$ cat config.mk
export PLATFORM = sky130hd
export DESIGN_NAME = muxn_pipe
export DESIGN_NICKNAME = d
export VERILOG_FILES = /design/src/rtl/muxn_pipe.sv
export SDC_FILE = /design/constraint.sdc
export NUM_CORES = 1
export LEC_CHECK = 0
export ABC_AREA = 1
export CAP_MARGIN = 10
export CORE_UTILIZATION = 31
export DETAILED_ROUTE_END_ITERATION = 8
export GPL_TIMING_DRIVEN = 0
export PLACE_DENSITY = 0.87
export SKIP_CTS_REPAIR_TIMING = 1
export SLEW_MARGIN = 20
export SYNTH_ARGS = -nofsm -noshare
export SYNTH_HDL_FRONTEND = slang
export SYNTH_SLANG_ARGS = --single-unit
$ cat constraint.sdc
create_clock -name clk -period 1 [get_ports clk]
set_clock_uncertainty 0.1 [all_clocks]
set_input_delay 0.1 -clock clk [delete_from_list [all_inputs] [get_ports clk]]
set_output_delay 0.1 -clock clk [all_outputs]
set_load 0.01 [all_outputs]
$ cat src/rtl/muxn_pipe.sv
// muxn_pipe: registered N-to-1 channel multiplexer with valid/ready handshake.
//
// Each accepted offer captures channel[sel] of the packed input bus into a
// single output register. A select outside 0..NUM_IN-1 captures all zeros
// and raises sel_err for the cycle after acceptance.
//
// Build option (macro SKID_BUF_EN):
//   undefined : in_ready = !out_valid || out_ready (combinational), no skid.
//   defined   : one skid entry absorbs an item arriving during an output
//               stall; in_ready = !skid_full, driven from a register.
//
// Ports:
//   clk        clock, rising edge
//   rst_n      asynchronous active-low reset
//   in_data    NUM_IN packed channels, channel k at [k*WIDTH +: WIDTH]
//   sel        channel select, sampled with in_data
//   in_valid   upstream offer
//   in_ready   offer accepted this cycle (when in_valid=1 and flush=0)
//   flush      synchronous kill of all buffered items; blocks acceptance
//   out_data   registered selected channel
//   out_valid  out_data holds an item
//   out_ready  downstream consumes out_data
//   sel_err    one-cycle pulse after accepting an out-of-range select
module muxn_pipe #(
    parameter int WIDTH  = 32,
    parameter int NUM_IN = 4,
    parameter int SEL_W  = 2
) (
    input  logic                    clk,
    input  logic                    rst_n,
    input  logic [NUM_IN*WIDTH-1:0] in_data,
    input  logic [SEL_W-1:0]        sel,
    input  logic                    in_valid,
    output logic                    in_ready,
    input  logic                    flush,
    output logic [WIDTH-1:0]        out_data,
    output logic                    out_valid,
    input  logic                    out_ready,
    output logic                    sel_err
);

    logic [WIDTH-1:0] r_out_data;
    logic             r_out_valid;
    logic             r_sel_err;

    logic [WIDTH-1:0] w_sel_data;
    logic             w_sel_ok;
    logic             w_in_xfer;

    // Unmatched selects leave w_sel_data at zero, which is the required
    // capture value for an out-of-range channel.
    always_comb begin
        w_sel_data = '0;
        w_sel_ok   = 1'b0;
        for (int k = 0; k < NUM_IN; k++) begin
            if (sel == SEL_W'(k)) begin
                w_sel_data = in_data[k*WIDTH +: WIDTH];
                w_sel_ok   = 1'b1;
            end
        end
    end

    assign w_in_xfer = in_valid && in_ready && !flush;

`ifdef SKID_BUF_EN
    logic [WIDTH-1:0] r_skid_data;
    logic             r_skid_valid;
    logic             w_load_ok;

    assign in_ready  = !r_skid_valid;
    assign w_load_ok = !r_out_valid || out_ready;

    // While the skid entry is full in_ready is 0, so a skid drain and a new
    // acceptance never happen in the same cycle.
    always_ff @(posedge clk or negedge rst_n) begin
        if (!rst_n) begin
            r_out_data   <= '0;
            r_out_valid  <= 1'b0;
            r_sel_err    <= 1'b0;
            r_skid_data  <= '0;
            r_skid_valid <= 1'b0;
        end else if (flush) begin
            r_out_valid  <= 1'b0;
            r_skid_valid <= 1'b0;
            r_sel_err    <= 1'b0;
        end else begin
            r_sel_err <= w_in_xfer && !w_sel_ok;
            if (w_load_ok) begin
                if (r_skid_valid) begin
                    r_out_data   <= r_skid_data;
                    r_out_valid  <= 1'b1;
                    r_skid_valid <= 1'b0;
                end else if (w_in_xfer) begin
                    r_out_data  <= w_sel_data;
                    r_out_valid <= 1'b1;
                end else begin
                    r_out_valid <= 1'b0;
                end
            end else if (w_in_xfer) begin
                r_skid_data  <= w_sel_data;
                r_skid_valid <= 1'b1;
            end
        end
    end
`else
    assign in_ready = !r_out_valid || out_ready;

    always_ff @(posedge clk or negedge rst_n) begin
        if (!rst_n) begin
            r_out_data  <= '0;
            r_out_valid <= 1'b0;
            r_sel_err   <= 1'b0;
        end else if (flush) begin
            r_out_valid <= 1'b0;
            r_sel_err   <= 1'b0;
        end else begin
            r_sel_err <= w_in_xfer && !w_sel_ok;
            if (w_in_xfer) begin
                r_out_data  <= w_sel_data;
                r_out_valid <= 1'b1;
            end else if (out_ready) begin
                r_out_valid <= 1'b0;
            end
        end
    end
`endif

    assign out_data  = r_out_data;
    assign out_valid = r_out_valid;
    assign sel_err   = r_sel_err;

endmodule

# After elaboration in Yosys (flattened, before gate mapping)
# Cells that the tools add are included.
dict set report totals {
  in_bits 135
  regBits 34
  wordCells 29
  ramBits 0
  mem_count 0
  rom_bits 0
  output_inout_bits 35
  latch_bits 0
}
dict set report classes {
  shift 0
  multipliers 0
  n_lt_le_gt_ge 0
  n_eq_ne 3
  muxes 12
  addsub 0
  reduce_logical 10
  div 0
  bitwise_logic 1
}
# cell n
set op_table {}
lappend op_table {{2-to-1 mux 32 bit} 4}
lappend op_table {{2-to-1 mux 1 bit} 8}
lappend op_table {{equality test 2 bit, second input constant} 2}
lappend op_table {{logical AND 1 bit} 3}
lappend op_table {{logical NOT 1 bit} 3}
lappend op_table {{nonzero test 3 bit} 1}
lappend op_table {{equality test 2 x 1 -> 1 bit, second input constant} 1}
lappend op_table {{logical NOT 2 bit} 1}
lappend op_table {{AND reduction 2 bit} 1}
lappend op_table {{logical OR 1 bit} 1}
lappend op_table {{inverter 1 bit} 1}

# Logic depth before layout (Yosys ltp)
dict set report depth {
  word_depth 8
  ltp_mapped 7
  mapped_depth_nobuf 6
}

# Worst setup path before layout
# Ideal clock, no wire load.
dict set report synth_timing {
  path_type {register to register}
  startpoint {reg r_out_valid (netlist: out_valid)}
  endpoint {reg r_out_data[0] (netlist: out_data[0])}
  path_slack_ns -0.292
  arrival_time_ns 1.127
  t_required_ns 0.834
  setup_time_ns 0.066
  path_buffers 1
  synth_period_minus_slack_ns 1.292
  path_stages_with_launch 6
  cell_sequence {dfrtp_1 > nand2_1 > nand2_1 > clkbuf_1 > nand2_1 > nand2_1}
}
dict set report synth_between {
  elab_chain_len 5
}
# item line
set synth_rtl {}
lappend synth_rtl {{start: declaration} 43} ;# logic r_out_valid;
lappend synth_rtl {{start signal: assignment} 111} ;# r_out_valid <= 1'b0;
lappend synth_rtl {{start signal: assignment} 114} ;# r_out_valid <= 1'b0;
lappend synth_rtl {{start signal: assignment} 120} ;# r_out_valid <= 1'b1;
lappend synth_rtl {{logical NOT 1 bit} 106} ;# assign in_ready = !r_out_valid || out_ready;
lappend synth_rtl {{logical OR 1 bit} 106}
lappend synth_rtl {{via in_ready} 34} ;# output logic in_ready,
lappend synth_rtl {{logical AND 1 bit (2 in a row)} 63} ;# assign w_in_xfer = in_valid && in_ready && !flush;
lappend synth_rtl {{AND reduction 2 bit (no source line)} -}
lappend synth_rtl {{end signal: assignment} 119} ;# r_out_data <= w_sel_data;
lappend synth_rtl {{end: declaration} 42} ;# logic [WIDTH-1:0] r_out_data;
# The timed path passes the listed nets, and every way through them passes these cells.
# A chain may end at the register's enable or synchronous reset.

# Final worst setup path
dict set report layout_timing {
  startpoint {reg r_out_valid (netlist: out_valid)}
  endpoint {reg r_out_data[9] (netlist: out_data[9])}
}
dict set report layout_between {
  elab_chain_len 5
}
# item line
set layout_rtl {}
lappend layout_rtl {{logical NOT 1 bit} 106}
lappend layout_rtl {{logical OR 1 bit} 106}
lappend layout_rtl {{logical AND 1 bit (2 in a row)} 63}
lappend layout_rtl {{AND reduction 2 bit (no source line)} -}
# Every way passes these cells.

==> results.py <==
metrics = {
    "timing": {
        "slew_viol_final": 0,
        "postLayoutSetupSlackWorst_ns": -0.1845,
        "fin_crit_sh_pct": 118.4,
        "setup-tns-final_ns": -4.201,
        "max_freq_ghz": 0.8442,
        "finalWorstPathRequiredPeriod_ns": 1.184,
        "holdWs_ns": 0.2115,
        "maxSlewHeadroom_pct": 60.37,
        "tightest_slew_ns": 0.5944,
        "hold_viol": 0,
        "setup_viol": 51,
        "rsz0062_at_grt": "yes",
    },
    "clock_network": {
        "clock_sink_count": 34,
        "htreeDepth": 2,
        "root_buffer": "clkbuf_8",
        "clock_latency_ns": 0.29,
        "cts_buffer_depth": 2,
        "clk_pin_slew_ns": 0.07,
        "cts_tree": "yes",
        "cts_made_buffers": 5,
    },
    "logic_synthesis": {
        "syn_inst": 358,
        "synth_top_family_by_area": "simple AND/OR/NAND/NOR gates",
        "ys_seq_area_share_pct": 38.40,
        "ys_seq_elements": 34,
        "synth_area_leaders": "dfrtp_1 38%, nand2_1 22%, nand3_1 14%",
        "synth_xor_area_share_pct": 0,
        "synthMuxAreaShare_pct": 0,
        "avgSynthCellArea_um2": 6.190,
        "yosys.area.top_type": "dfrtp_1",
        "netlist_area_um2": 2216,
        "synthSimpleGateAreaFrac_pct": 47.94,
        "synth_fa_ha_area_share_pct": 0,
        "synth.top_cell.area_share_pct": 38.40,
        "yosysWarningCount": 0,
        "ys_types": 14,
        "syn-num-nets": 493,
        "synth_compound_area_share_pct": 7.453,
    },
    "setup_path": {
        "startpoint": "out_valid",
        "rrSetupSlack_ns": -0.18,
        "endpoint": "out_data[9]",
        "critPathRequiredTime_ns": 1.13,
        "startpoint_type": "register",
        "crit_type": "register to register",
        "cp_max_fo": 9,
        "r2r_end": "out_data[9]",
        "timing.rr.start": "out_valid",
        "reg2reg_depth": 6,
        "endpoint_kind": "register",
        "cp.arrival_ns": 1.31,
    },
    "place": {
        "post_dp_cell_area_um2": 4095,
        "place.port_buffers": 168,
        "gp_congestion": 0.8166,
        "dp_hpwl_um": 7476,
    },
    "global_routing": {
        "grt_max_degree": 20,
        "antenna_found_initial": 0,
        "gr-total-overflow": 0,
        "grt_pass1_wl_um": 14680,
        "grt_pass1_vias": 3121,
        "grt_use_total_pct": 25.74,
    },
    "pwr": {
        "powerDensity_nw_per_um2": 1122,
        "p_leak_nw": 2.095,
        "ir_drop_uv": 465.5,
    },
    "run": {
        "drv_cap": 0,
    },
    "floorplan": {
        "die_w_um": 86.55,
        "rows": 30,
        "ios": 170,
        "coreArea_um2": 6832,
        "die_area_um2": 7490,
        "initial_utilization_pct": 32.44,
        "die_y_um": 86.55,
    },
    "final_layout": {
        "final_cell_mix": "131 x clkdlybuf4s50_1, 129 x nand2_1, 64 x nand3_1, 59 x nor2_1, 34 x dfrtp_1",
        "fin_util_pct": 62.29,
        "fin_area_um2": 4255,
        "area_growth_pct": 92.04,
        "final_common_cell": "clkdlybuf4s50_1",
        "diodes": 0,
        "final_nets": 687,
        "drive_gt1_share_pct": 16.64,
        "fill_cells": 626,
    },
    "min_path": {
        "hold_path.class": "input pin to register",
        "whs_path_depth": 6,
    },
    "run_status": {
        "status": "complete, but fails checks",
        "violations": "negative setup slack",
    },
    "detailed_routing": {
        "firstDrtPassIters": 6,
        "route.detailed.drc": 0,
        "avgRoutedWirePerCell_um": 15.27,
        "drt_iter0_drc": 137,
        "vias_per_cell": 4.961,
        "wirelength_um": 9910,
        "final_antenna_net_count": 0,
        "num_vias": 3220,
    },
}
## how the worst min path moves through the flow
stage | from | endpoint | slack (ns)
final | sel[1] | out_data[7] | 0.21
after global routing | rst_n | out_data[26] | 0.25
after CTS | rst_n | out_data[31] | -0.32
after detailed placement | rst_n | out_data[26] | -0.01
after global placement | out_data[9] | out_data[9] | 0.36
after floorplan | rst_n | out_data[0] | -0.30
## synthesized netlist by cell type, drive strengths merged
library cell    n
conb            1
nor2           66
inv             4
nand3          64
nand2         131
o21ai          32
a21oi           1
buf            18
dfrtp          34
clkbuf          7
## kinds of logic after synthesis
kind of cell / count (synthesis)
flip-flops: 34
AO/OA/AOI/OAI: 33
AND/OR/NAND/NOR: 261
other: 1
buffers and inverters: 29
## report_power, final
part           total (W)  switching (W)  internal [W]
clock network    0.00121       0.000516      0.000696
registers        0.00172       0.000125       0.00160
logic            0.00184       0.000818       0.00102
total            0.00477        0.00146       0.00332
## cell type report
type | count | area, µm² | area share (%)
plain buffers | 25 | 181.4 | 4.263
clock buffers | 8 | 110.1 | 2.587
inverters | 4 | 15.01 | 0.3528
multi-input cells | 295 | 1275 | 29.96
flip-flops and latches | 34 | 850.8 | 19.99
well taps | 96 | 120.1 | 2.823
repair buffers | 187 | 1703 | 40.02
## state kept, by name, summed over array words and instances, names as in the netlist
signal,count
out_data,32
sel_err,1
out_valid,1
## metrics by stage
step / power, W / setup slack, ns / std cells
finish: 0.004774 / -0.1845 / 649
global route: 0.005039 / -0.2141 / 649
CTS: 0.004813 / -0.5426 / 631
detailed placement: 0.003591 / -0.7771 / 623
global placement: 0.003527 / -1.018 / 622
floorplan: 0.002377 / -0.1149 / 358
## layer usage
metal / vias to the layer above / share of wire (%) / global-route usage (%)
met1: 1481 / 38 / 26.69
met4: 0 / 2.5 / 8.788
met5: - / 0 / 0
met2: 181 / 49 / 47.40
li1: 1534 / - / -
met3: 24 / 10 / 9.810
## worst max-delay path, cell delays in order, from the launching register on
cell and delay (ns):
dfrtp_1 0.41, nand2_4 0.10, nand2_8 0.09, buf_4 0.15, nor2_1 0.12, nand2_1 0.08, nand2_1 0.06
Note: power is estimated with default switching activity, not from simulation.
